## src/rtl/cpu_decode_pkg.sv

```systemverilog
// mox125 decode: form encodings, opcode names and per-opcode
// length and register-usage tables. Illegal detection: CPU_DECODE_ILLEGAL_TRAP_EN.
package cpu_decode_pkg;

  localparam logic [1:0] FORM1 = 2'd0;
  localparam logic [1:0] FORM2 = 2'd2;
  localparam logic [1:0] FORM3 = 2'd3;

  localparam logic [1:0] F2_INC = 2'd0;
  localparam logic [1:0] F2_DEC = 2'd1;
  localparam logic [1:0] F2_GSR = 2'd2;
  localparam logic [1:0] F2_SSR = 2'd3;

  typedef struct packed {
    logic rd_a;
    logic rd_b;
    logic wr_a;
  } use_t;

  localparam logic [7:0] LDI_L  = 8'h01;
  localparam logic [7:0] MOV    = 8'h02;
  localparam logic [7:0] JSRA   = 8'h03;
  localparam logic [7:0] RET    = 8'h04;
  localparam logic [7:0] ADD_L  = 8'h05;
  localparam logic [7:0] PUSH   = 8'h06;
  localparam logic [7:0] POP    = 8'h07;
  localparam logic [7:0] LDA_L  = 8'h08;
  localparam logic [7:0] STA_L  = 8'h09;
  localparam logic [7:0] LD_L   = 8'h0a;
  localparam logic [7:0] ST_L   = 8'h0b;
  localparam logic [7:0] LDO_L  = 8'h0c;
  localparam logic [7:0] STO_L  = 8'h0d;
  localparam logic [7:0] CMP    = 8'h0e;
  localparam logic [7:0] NOP    = 8'h0f;
  localparam logic [7:0] SEX_B  = 8'h10;
  localparam logic [7:0] SEX_S  = 8'h11;
  localparam logic [7:0] ZEX_B  = 8'h12;
  localparam logic [7:0] ZEX_S  = 8'h13;
  localparam logic [7:0] UMUL_X = 8'h14;
  localparam logic [7:0] MUL_X  = 8'h15;
  localparam logic [7:0] JSR    = 8'h19;
  localparam logic [7:0] JMPA   = 8'h1a;
  localparam logic [7:0] LDI_B  = 8'h1b;
  localparam logic [7:0] LD_B   = 8'h1c;
  localparam logic [7:0] LDA_B  = 8'h1d;
  localparam logic [7:0] ST_B   = 8'h1e;
  localparam logic [7:0] STA_B  = 8'h1f;
  localparam logic [7:0] LDI_S  = 8'h20;
  localparam logic [7:0] LD_S   = 8'h21;
  localparam logic [7:0] LDA_S  = 8'h22;
  localparam logic [7:0] ST_S   = 8'h23;
  localparam logic [7:0] STA_S  = 8'h24;
  localparam logic [7:0] JMP    = 8'h25;
  localparam logic [7:0] AND    = 8'h26;
  localparam logic [7:0] LSHR   = 8'h27;
  localparam logic [7:0] ASHL   = 8'h28;
  localparam logic [7:0] SUB_L  = 8'h29;
  localparam logic [7:0] NEG    = 8'h2a;
  localparam logic [7:0] OR     = 8'h2b;
  localparam logic [7:0] NOT    = 8'h2c;
  localparam logic [7:0] ASHR   = 8'h2d;
  localparam logic [7:0] XOR    = 8'h2e;
  localparam logic [7:0] MUL_L  = 8'h2f;
  localparam logic [7:0] SWI    = 8'h30;
  localparam logic [7:0] DIV_L  = 8'h31;
  localparam logic [7:0] UDIV_L = 8'h32;
  localparam logic [7:0] MOD_L  = 8'h33;
  localparam logic [7:0] UMOD_L = 8'h34;
  localparam logic [7:0] BRK    = 8'h35;
  localparam logic [7:0] LDO_B  = 8'h36;
  localparam logic [7:0] STO_B  = 8'h37;
  localparam logic [7:0] LDO_S  = 8'h38;
  localparam logic [7:0] STO_S  = 8'h39;

  function automatic logic [1:0] insn_form(
    input logic [15:0] op
  );
    return op[15] ? op[15:14] : FORM1;
  endfunction

  function automatic logic [2:0] insn_len(
    input logic [15:0] op
  );
    logic [2:0] len;
    case (op[15:8])
      LDI_L, JSRA, LDA_L, STA_L,
      JMPA, LDI_B, LDA_B, STA_B,
      LDI_S, LDA_S, STA_S, JMP,
      SWI:     len = 3'd6;
      LDO_L, STO_L, LDO_B,
      STO_B, LDO_S, STO_S:
               len = 3'd4;
      default: len = 3'd2;
    endcase
    return len;
  endfunction

  // Form3 and unlisted opcodes touch no scoreboarded register.
  function automatic use_t classify(
    input logic [15:0] op
  );
    use_t u;
    u = '0;
    if (op[15:14] == 2'b10) begin
      case (op[13:12])
        F2_INC, F2_DEC: u = '{1'b1, 1'b0, 1'b1};
        F2_GSR:         u = '{1'b0, 1'b0, 1'b1};
        default:        u = '{1'b1, 1'b0, 1'b0};
      endcase
    end else if (!op[15]) begin
      case (op[15:8])
        LDI_L, LDA_L, LDI_B,
        LDA_B, LDI_S, LDA_S:
          u = '{1'b0, 1'b0, 1'b1};
        MOV, LD_L, LDO_L, SEX_B,
        SEX_S, ZEX_B, ZEX_S, LD_B,
        LD_S, NEG, NOT, LDO_B, LDO_S:
          u = '{1'b0, 1'b1, 1'b1};
        STA_L, JSR, STA_B, STA_S, JMP:
          u = '{1'b1, 1'b0, 1'b0};
        ST_L, STO_L, CMP, ST_B,
        ST_S, STO_B, STO_S:
          u = '{1'b1, 1'b1, 1'b0};
        ADD_L, PUSH, UMUL_X, MUL_X,
        AND, LSHR, ASHL, SUB_L, OR,
        ASHR, XOR, MUL_L, DIV_L,
        UDIV_L, MOD_L, UMOD_L:
          u = '{1'b1, 1'b1, 1'b1};
        POP:
          u = '{1'b1, 1'b0, 1'b1};
        default:
          u = '0;
      endcase
    end
    return u;
  endfunction

  function automatic logic reads_a(
    input logic [15:0] op
  );
    use_t u;
    u = classify(op);
    return u.rd_a;
  endfunction

  function automatic logic reads_b(
    input logic [15:0] op
  );
    use_t u;
    u = classify(op);
    return u.rd_b;
  endfunction

  function automatic logic writes_a(
    input logic [15:0] op
  );
    use_t u;
    u = classify(op);
    return u.wr_a;
  endfunction

`ifdef CPU_DECODE_ILLEGAL_TRAP_EN
  function automatic logic insn_known(
    input logic [15:0] op
  );
    return op[15] ||
      (op[14:8] inside {[7'h01:7'h15],
                        [7'h19:7'h39]});
  endfunction
`endif

endpackage

```

## src/rtl/cpu_scoreboard.sv

```systemverilog
// Register busy bits for the decode interlock.
// A set and a clear of the same register in one cycle leaves it busy.
module cpu_scoreboard #(
  parameter int NREGS = 16
) (
  input  logic       clk_i,
  input  logic       rst_i,
  input  logic       set_i,
  input  logic [3:0] set_reg_i,
  input  logic       clr_i,
  input  logic [3:0] clr_reg_i,
  input  logic [3:0] rd_a_i,
  input  logic [3:0] rd_b_i,
  output logic       busy_a_o,
  output logic       busy_b_o
);

  localparam logic [NREGS-1:0] ONE = NREGS'(1);

  logic [NREGS-1:0] r_busy;
  logic [NREGS-1:0] w_set;
  logic [NREGS-1:0] w_clr;

  assign w_set = set_i ? (ONE << set_reg_i) : '0;
  assign w_clr = clr_i ? (ONE << clr_reg_i) : '0;

  always_ff @(posedge clk_i) begin
    if (rst_i) begin
      r_busy <= '0;
    end else begin
      r_busy <= (r_busy & ~w_clr) | w_set;
    end
  end

  assign busy_a_o = r_busy[rd_a_i];
  assign busy_b_o = r_busy[rd_b_i];

endmodule

```

## src/rtl/cpu_decode.sv

```systemverilog
// mox125 decode stage: field split, pipeline register, RAW interlock.
// Define CPU_DECODE_ILLEGAL_TRAP_EN to enable illegal_o.
module cpu_decode
  import cpu_decode_pkg::*;
#(
  parameter int NREGS = 16
) (
  input  logic        clk_i,
  input  logic        rst_i,
  input  logic [15:0] opcode_i,
  input  logic [31:0] operand_i,
  input  logic [31:0] PC_i,
  input  logic        valid_i,
  output logic        stall_o,
  input  logic        stall_i,
  input  logic        branch_flag_i,
  input  logic        wb_valid_i,
  input  logic [3:0]  wb_reg_i,
  output logic        valid_o,
  output logic        issue_o,
  output logic [31:0] PC_o,
  output logic [15:0] opcode_o,
  output logic [31:0] operand_o,
  output logic [1:0]  form_o,
  output logic [3:0]  riA_o,
  output logic [3:0]  riB_o,
  output logic [31:0] imm_o,
  output logic [2:0]  insn_len_o,
  output logic [31:0] branch_target_o,
  output logic        illegal_o
);

  logic [1:0]  w_form;
  logic [3:0]  w_riA;
  logic [3:0]  w_riB;
  logic [31:0] w_sext;
  logic [31:0] w_imm;
  logic [31:0] w_target;
  logic        w_rda;
  logic        w_rdb;
  logic        w_wra;
  logic        w_illegal;

  logic        r_valid;
  logic [31:0] r_pc;
  logic [15:0] r_opcode;
  logic [31:0] r_operand;
  logic [1:0]  r_form;
  logic [3:0]  r_riA;
  logic [3:0]  r_riB;
  logic [31:0] r_imm;
  logic [2:0]  r_len;
  logic [31:0] r_target;
  logic        r_rda;
  logic        r_rdb;
  logic        r_wra;

  logic        w_busy_a;
  logic        w_busy_b;
  logic        w_clr_a;
  logic        w_clr_b;
  logic        w_hazard;

  assign w_form   = insn_form(opcode_i);
  assign w_sext   = {{22{opcode_i[9]}}, opcode_i[9:0]};
  assign w_target = PC_i + 32'd2 + {w_sext[30:0], 1'b0};

  always_comb begin
    w_riA = 4'd0;
    w_riB = 4'd0;
    w_imm = operand_i;
    unique case (1'b1)
      (w_form == FORM2): begin
        w_riA = opcode_i[11:8];
        w_imm = {24'd0, opcode_i[7:0]};
      end
      (w_form == FORM3): begin
        w_imm = w_sext;
      end
      default: begin
        w_riA = opcode_i[7:4];
        w_riB = opcode_i[3:0];
      end
    endcase
  end

`ifdef CPU_DECODE_ILLEGAL_TRAP_EN
  // Illegal opcodes never interlock.
  assign w_illegal = !insn_known(opcode_i);
  assign w_rda = reads_a(opcode_i) & !w_illegal;
  assign w_rdb = reads_b(opcode_i) & !w_illegal;
  assign w_wra = writes_a(opcode_i) & !w_illegal;

  logic r_illegal;

  always_ff @(posedge clk_i) begin
    if (rst_i) begin
      r_illegal <= 1'b0;
    end else if (!branch_flag_i && !stall_o) begin
      r_illegal <= w_illegal;
    end
  end

  assign illegal_o = r_illegal;
`else
  assign w_illegal = 1'b0;
  assign w_rda = reads_a(opcode_i);
  assign w_rdb = reads_b(opcode_i);
  assign w_wra = writes_a(opcode_i);
  assign illegal_o = w_illegal;
`endif

  always_ff @(posedge clk_i) begin
    if (rst_i) begin
      r_valid   <= 1'b0;
      r_pc      <= '0;
      r_opcode  <= '0;
      r_operand <= '0;
      r_form    <= '0;
      r_riA     <= '0;
      r_riB     <= '0;
      r_imm     <= '0;
      r_len     <= '0;
      r_target  <= '0;
      r_rda     <= 1'b0;
      r_rdb     <= 1'b0;
      r_wra     <= 1'b0;
    end else if (branch_flag_i) begin
      r_valid <= 1'b0;
    end else if (!stall_o) begin
      r_valid   <= valid_i;
      r_pc      <= PC_i;
      r_opcode  <= opcode_i;
      r_operand <= operand_i;
      r_form    <= w_form;
      r_riA     <= w_riA;
      r_riB     <= w_riB;
      r_imm     <= w_imm;
      r_len     <= insn_len(opcode_i);
      r_target  <= w_target;
      r_rda     <= w_rda;
      r_rdb     <= w_rdb;
      r_wra     <= w_wra;
    end
  end

  // Retiring writeback releases its register in the same cycle.
  assign w_clr_a = wb_valid_i && (wb_reg_i == r_riA);
  assign w_clr_b = wb_valid_i && (wb_reg_i == r_riB);

  assign w_hazard = r_valid &&
    ((r_rda && w_busy_a && !w_clr_a) ||
     (r_rdb && w_busy_b && !w_clr_b));

  assign issue_o = r_valid && !stall_i &&
                   !w_hazard && !branch_flag_i;
  assign stall_o = r_valid && !issue_o &&
                   !branch_flag_i;

  cpu_scoreboard #(
    .NREGS(NREGS)
  ) u_sb (
    .clk_i    (clk_i),
    .rst_i    (rst_i),
    .set_i    (issue_o && r_wra),
    .set_reg_i(r_riA),
    .clr_i    (wb_valid_i),
    .clr_reg_i(wb_reg_i),
    .rd_a_i   (r_riA),
    .rd_b_i   (r_riB),
    .busy_a_o (w_busy_a),
    .busy_b_o (w_busy_b)
  );

  assign valid_o         = r_valid;
  assign PC_o            = r_pc;
  assign opcode_o        = r_opcode;
  assign operand_o       = r_operand;
  assign form_o          = r_form;
  assign riA_o           = r_riA;
  assign riB_o           = r_riB;
  assign imm_o           = r_imm;
  assign insn_len_o      = r_len;
  assign branch_target_o = r_target;

endmodule

```

## config.mk

```make
export PLATFORM = sky130hd
export DESIGN_NAME = cpu_decode
export DESIGN_NICKNAME = d
export VERILOG_FILES = /design/src/rtl/cpu_decode_pkg.sv /design/src/rtl/cpu_scoreboard.sv /design/src/rtl/cpu_decode.sv
export SDC_FILE = /design/constraint.sdc
export NUM_CORES = 1
export LEC_CHECK = 0
export CORE_ASPECT_RATIO = 0.5
export CORE_MARGIN = 2
export CORE_UTILIZATION = 35
export CTS_CLUSTER_SIZE = 10
export DETAILED_ROUTE_END_ITERATION = 6
export PLACE_DENSITY = 0.6
export SYNTH_ARGS = -nofsm -noshare
export SYNTH_HDL_FRONTEND = slang
export SYNTH_SLANG_ARGS = --single-unit
```

## constraint.sdc

```tcl
create_clock -name clk_i -period 3.4 [get_ports clk_i]
set_clock_uncertainty 0.1 [all_clocks]
set_input_delay 0.34 -clock clk_i [delete_from_list [all_inputs] [get_ports clk_i]]
set_output_delay 0.34 -clock clk_i [all_outputs]
set_load 0.005 [all_outputs]
```

==> reports/qor_table.md <==
| Item | Reported |
|:---|:---|
| HPWL after DPL | 22600 um |
| Antenna cells | 0 |
| Clock root cell | sky130_fd_sc_hd__clkbuf_16 |
| Register-to-register path setup slack | 0.51 ns |
| CTS clock-pin slew for the worst setup and hold paths | 0.07 ns |
| Number of setup violations in the final report | 0 |
| Setup repair after global routing missed its margin | no |
| Synthesis-to-finish area growth | 42.6% |
| Average wire per standard cell | 16.9 um |
| Fillcell total | 2517 |
| Final Instance Count excl. Fillers | 1803 |
| Via-per-instance ratio | 5.17 |
| Total iterations of the first detailed-routing run | 5 |
| Number of different library cells in the post-synthesis netlist | 69 |
| Critical Path, Cell by Cell | clkdlybuf4s50_1 > ha_1 > ha_1 > inv_1 > fa_1 > nor2b_1 > o2111ai_2 > a21oi_2 > o41ai_4 > o2111ai_2 > a2111oi_4 > nor3b_1 > a311o_1 |
| Starting density of the core | 0.357 |
| Aggregate routed wire length | 30500 um |
| Num CTS Buffers | 17 |
| CP arrival | 3.49 ns |
| Sequential fraction of the synthesis area | 0.368 |
| Share of cells above drive strength 1 | 0.132 |
| Largest area contributor in the netlist | sky130_fd_sc_hd__dfxtp_1 |
| Cell count of the worst reg-to-reg path | 8 |
| Portion of synthesized cell area occupied by the leading cell type | 0.368 |
| Clock Tree Buf Depth | 2 |
| Floorplan core area | 26500 sq um |
| Shortest clock period the worst path allows after layout | 3.25 ns |
| Setup crit end kind | flip-flop |
| Number of global-route vias before repair | 9064 |
| Number of warnings reported in the yosys synthesis log | 0 |
| Cell with the biggest individual delay on the critical path | sky130_fd_sc_hd__clkdlybuf4s50_1 |
| Post-synthesis cell count | 1155 |
| Num Clock Sinks | 174 |
| Critical Setup Path Class | input pin to flip-flop |
| Remaining routing DRC violations | 0 |
| Tightest Hold Check Type | input pin to flip-flop |
| Post-synthesis cell area | 9460 sq um |
| CTS H-tree lvls | 4 |
| Biggest area contributors in the synthesized netlist | sky130_fd_sc_hd__dfxtp_1 (37%), sky130_fd_sc_hd__a21oi_1 (9.3%), sky130_fd_sc_hd__nand2_1 (9.2%) |
| Data required time at the worst endpoint | 3.64 ns |
| Die span in x | 237 um |
| Total power per unit cell area | 422 nW/um^2 |
| Worst setup path startpoint | opcode_i[1] |
| Routability Congestion | 0.847 |
| Util after Layout | 0.510 |
| Crit Reg-Reg Endpoint | branch_target_o[11]$_SDFFE_PP0P_ |
| Most instantiated cells after synthesis | sky130_fd_sc_hd__nand2_1 (233), sky130_fd_sc_hd__a21oi_1 (175), sky130_fd_sc_hd__dfxtp_1 (174) |
| TritonCTS clock tree | done |
| Maximum clock rate | 307 MHz |
| Start of the worst register-to-register path | riA_o[0]$_SDFFE_PP0P_ |
| Slew at the pin closest to its max-slew limit | 0.684 ns |
| Total Die Area | 28500 sq um |
| Register bit count reported by yosys | 174 |
| Top-level port count | 251 |
| Critical path launch point type | input pin |
| Overflow left after global routing | 0 |
| Slew margin rel. | 0.544 |
| Hold endpoint | PC_o[29]$_SDFFE_PP0P_ |
| # placed instances | 1766 |
| Result of the run | complete, no violations |
| Total global routing track utilization | 0.215 |
| Post-layout net count | 1594 |
| Number of instances on the worst hold path | 2 |
| Num rows | 42 |
| Number of antenna violations at the first check in global routing | 0 |
| Average size of a mapped cell | 8.19 sq um |
| Height of the chip | 120 um |
| Number of DRC violations after detailed-routing iteration 0 | 532 |
| Wire length of the first global-routing pass | 48400 um |
| Most frequent cell after synthesis | sky130_fd_sc_hd__nand2_1 |
| Proportion of register bits with asynchronous set or reset after synthesis | 0 |
| Leakage power summed over all cells | 5.37 nW |
| Top FF cell, synth | sky130_fd_sc_hd__dfxtp_1 |
| Worst vdd ir | 0.321 mV |
| Min-Delay Startpoint | rst_i |
| Number of max-cap violations | 0 |
| Clock latency reported for the late side of the worst-skew pair | 0.45 ns |
| Via count of the routed design | 9326 |
| Pins Over Slew Limit | 0 |
| Port Buf Inserts | 248 |
| Post-route fraction of the period consumed by the critical path | 0.957 |
| Final hold vios | 0 |
| CP max FO | 3 |
| Count of flip-flops with a built-in enable after synthesis | 0 |
| Maximum number of pins on one net before global-route repair | 77 |
| CP peak stage delay | 0.48 ns |
| Final antenna-violating net count | 0 |
## final cells by class
type                       count  area (sq um)  area share
inverter                      20          75.1     0.00556
tap                          352           440      0.0326
clock buffer                  17           425      0.0315
sequential                   174          3490       0.259
timing repair buffer         350          3360       0.249
clock inverter                15           150      0.0111
multi-input combinational    875          5550       0.411
## cells by family (layout without fill, tap and decap cells)
family | after synthesis | count (layout) | share of synthesized area
AND/OR/NAND/NOR | 413 | 413 | 0.191
AO/OA/AOI/OAI | 347 | 347 | 0.240
buffers and inverters | 107 | 402 | 0.0550
adder cells (fa/ha/maj) | 66 | 66 | 0.0880
multiplexers | 23 | 23 | 0.0353
other | 1 | 2 | 0.000396
XOR/XNOR | 24 | 24 | 0.0222
flip-flops | 174 | 174 | 0.368
## metal layers
metal / track usage / wire length, um / vias up
met5: 0 / 0 / -
met4: 0.0629 / 457 / 0
met3: 0.0486 / 1290 / 31
met2: 0.363 / 14700 / 164
met1: 0.275 / 14100 / 4478
li1: - / - / 4653
## what timing repair did
action / in CTS / in global routing
hold buffers: 0 / 0
setup endpoints to repair: 2 / 2
buffers inserted: 1 / 4
gates resized for setup: 5 / 10
pin swaps: 0 / 4
## placed cells by master, fill, tap and decap left out, types with 16 or more instances in the layout
| master | netlist | layout |
|---|---|---|
| sky130_fd_sc_hd__a21o_1 | 16 | 16 |
| sky130_fd_sc_hd__nand2_1 | 233 | 233 |
| sky130_fd_sc_hd__dfxtp_1 | 174 | 171 |
| sky130_fd_sc_hd__nand3_1 | 24 | 24 |
| sky130_fd_sc_hd__nor2_1 | 70 | 70 |
| sky130_fd_sc_hd__buf_4 | 19 | 93 |
| sky130_fd_sc_hd__o21ai_0 | 38 | 37 |
| sky130_fd_sc_hd__clkdlybuf4s50_1 | 0 | 246 |
| sky130_fd_sc_hd__ha_1 | 65 | 65 |
| sky130_fd_sc_hd__clkbuf_16 | 0 | 17 |
| sky130_fd_sc_hd__inv_1 | 19 | 19 |
| sky130_fd_sc_hd__a211oi_2 | 28 | 28 |
| sky130_fd_sc_hd__a21oi_1 | 175 | 174 |
## critical path, delay by kind of cell
kind	cells	cell delay, ns
AOI/OAI and AO/OA	6	1.67
adders and majority gates	3	0.75
buffers and inverters	2	0.56
and+or+nand+nor	2	0.18
## stage by stage
step | setup WS, ns | instance area [sq um] | TNS [ns] | total power, W | hold slack (ns)
after global placement | -0.377 | 12800 | -0.703 | 0.00378 | 0.342
after global routing | 0.0192 | 13500 | 0 | 0.00601 | 0.268
final | 0.146 | 13500 | 0 | 0.00570 | 0.236
after CTS | 0.0140 | 13400 | 0 | 0.00575 | 0.250
after floorplan | 0.338 | 9470 | 0 | 0.00304 | 0.319
after detailed placement | -0.456 | 12800 | -1.12 | 0.00380 | 0.346
## sequential cells by signal (all words and copies together), names as in the netlist
signal           flops
riA_o                4
opcode_o            16
form_o               1
valid_o              1
r_wra                1
insn_len_o           2
PC_o                32
r_rda                1
r_rdb                1
u_sb.r_busy         16
operand_o           32
imm_o               32
branch_target_o     31
riB_o                4
## power by group
group,total [W],leakage [nW],internal [W],switching [W]
registers,0.00226,1.43,0.00217,0.0000852
logic,0.00151,3.66,0.000783,0.000729
clock network,0.00193,0.278,0.000974,0.000956
total,0.00570,5.37,0.00393,0.00177
## how the worst max path moves through the flow
stage / slack, ns / cells after the start / to
floorplan: 0.34 / 12 / branch_target_o[30]$_SDFFE_PP0P_
global placement: -0.38 / 13 / branch_target_o[30]$_SDFFE_PP0P_
detailed placement: -0.46 / 13 / branch_target_o[30]$_SDFFE_PP0P_
CTS: 0.01 / 13 / branch_target_o[30]$_SDFFE_PP0P_
global route: 0.02 / 13 / branch_target_o[30]$_SDFFE_PP0P_
finish: 0.15 / 13 / branch_target_o[30]$_SDFFE_PP0P_
(Power assumes the default switching activity.)
==> RTL edit (config.mk and constraints unchanged) <==
`NREGS` is set to 16 in 2 places; all go to 32.
--- a/src/rtl/cpu_scoreboard.sv
+++ b/src/rtl/cpu_scoreboard.sv
@@ -1,7 +1,7 @@
 // Register busy bits for the decode interlock.
 // A set and a clear of the same register in one cycle leaves it busy.
 module cpu_scoreboard #(
-  parameter int NREGS = 16
+  parameter int NREGS = 32
 ) (
   input  logic       clk_i,
   input  logic       rst_i,
--- a/src/rtl/cpu_decode.sv
+++ b/src/rtl/cpu_decode.sv
@@ -3,7 +3,7 @@
 module cpu_decode
   import cpu_decode_pkg::*;
 #(
-  parameter int NREGS = 16
+  parameter int NREGS = 32
 ) (
   input  logic        clk_i,
   input  logic        rst_i,
Function: same outputs for any inputs over 4 cycles, from zero or initial values and one cycle with rst_i high; that may be too few to reach the edited logic, so the function may still have changed.
==> RTL edit against the original RTL <==
- design area shrank 1.5%
- worst hold slack gained 0.0025 ns
- non-clock buffer count shrank 13
- wire length shrank 3.7%
- global-route usage shrank 0.99 points
- area after synthesis grew 0.40%
- total power shrank 2.1%
- setup slack lost 0.080 ns
- sequential cell count is the same
- critical endpoint is now issue_o
- highest routed layer unchanged
==> RTL edit: results (changes against the original RTL) <==
met2 layer wire length in the routed design=14350 um (-2.2%); Int Power=3.895 mW (-0.90%); met2 track utilization from global routing=35.17% (-1.1 points); result of the run=finished, final reports clean; combinational-cell power consumption=1.46 mW (-3%); depth of the worst register-to-register path=10 (+2); startpoint of the worst-slack reg-to-reg timing path=riB_o[1]; DR vias=9208 (-1.3%); violation count after the first detailed-route iteration=656 (+23%); stage delay of the slowest cell on the critical path=0.52 ns (+0.04 ns); worst slew margin relative to its limit=49.71% (-4.6 points); reg2reg end=imm_o[8]; Comb pwr share=26.2% (-0.3 points); fraction of final layout cells with drive strength greater than 1=12.15% (-1.1 points); worst hold path cell count=2 (unchanged); global-route wire length before repair=46690 um (-3.5%); register-to-register setup slack=0.41 ns (-0.10 ns); Setup Fix Bufs, Post-CTS=2 (+1); Top delay family on crit path=multiplexers; count of different cell masters after synthesis=68 (-1.4%); initial antenna violation count=0 (unchanged); count of cells resized by post-cts repair=10 (+5); nets=1592 (-0.13%); GRT met3 Usage=3.447% (-1.4 points); global-route met1 utilization=26.10% (-1.4 points); top cells by area, synth=sky130_fd_sc_hd__dfxtp_1 (37%), sky130_fd_sc_hd__nand2_1 (9.8%), sky130_fd_sc_hd__a21oi_1 (9.7%), sky130_fd_sc_hd__ha_1 (8.6%), sky130_fd_sc_hd__a211oi_2 (4.0%); metal3 WL=1096 um (-15%); largest net degree at the start of global routing=71 (-7.8%); final weighted congestion in routability-driven placement=0.8864 (+4.6%); sequential cell fraction of total power=40.4% (+0.8 points); detailed-placement wirelength estimate=22010 um (-2.7%); largest voltage drop on the vdd net=0.3241 mV (+1.1%); number of fillers in the final layout=2487 (-1.2%); critical path data arrival time=2.89 ns (-0.60 ns); Post-Route WL=29380 um (-3.7%); total routing resource utilization after global routing=20.48% (-0.99 points); cell type of the slowest stage on the worst timing path=sky130_fd_sc_hd__mux4_2
RTL edit: cell types whose count changed after synthesis, moves of 9 or more:
cell | before | now
sky130_fd_sc_hd__buf_2 | 19 | 5
sky130_fd_sc_hd__a21oi_1 | 175 | 185
sky130_fd_sc_hd__nand2_1 | 233 | 249
sky130_fd_sc_hd__and3_1 | 13 | 1
sky130_fd_sc_hd__o211ai_1 | 10 | 1
sky130_fd_sc_hd__nand2b_1 | 12 | 3
RTL edit: metrics by stage:
step	cells	setup slack [ns]	setup TNS [ns]	hold slack, ns
after floorplan	1169	0.2620	0	0.3193
after global placement	1767	-0.3276	-1.589	0.3396
after detailed placement	1767	-0.3825	-1.971	0.3456
after CTS	1801	0.02086	0	0.2338
after global routing	1801	-0.008476	-0.008476	0.2652
final	1801	0.06583	0	0.2384
RTL edit: worst max-delay path by stage:
stage,start,cells past startpoint,endpoint
after global placement,opcode_i[0],16,branch_target_o[26]
after floorplan,opcode_i[1],12,branch_target_o[20]
after CTS,riB_o[1],7,issue_o
after global routing,opcode_i[0],15,branch_target_o[20]
after detailed placement,opcode_i[0],16,branch_target_o[26]
final,riB_o[1],7,issue_o
RTL edit: kinds of logic (layout without fill, tap and decap cells):
family          after synthesis  count (layout)  synth area share [%]
other cells                   1               2               0.03947
flops                       174             174                 36.66
xor+xnor                     27              27                 2.489
fa+ha+maj                    66              66                 8.770
mux                          21              21                 3.292
simple gates                421             421                 19.23
buf+inv                     113             393                 6.308
compound gates              345             345                 23.22
RTL edit: layout make-up:
type,count,area [um2],share of cell area (%)
Clock buffer,20,446.7,3.360
Clock inverter,12,98.84,0.7435
Inverter,24,90.09,0.6776
Multi-Input combinational cell,882,5464,41.10
Sequential cell,174,3490,26.25
Tap cell,352,440.4,3.313
Timing Repair Buffer,337,3264,24.56
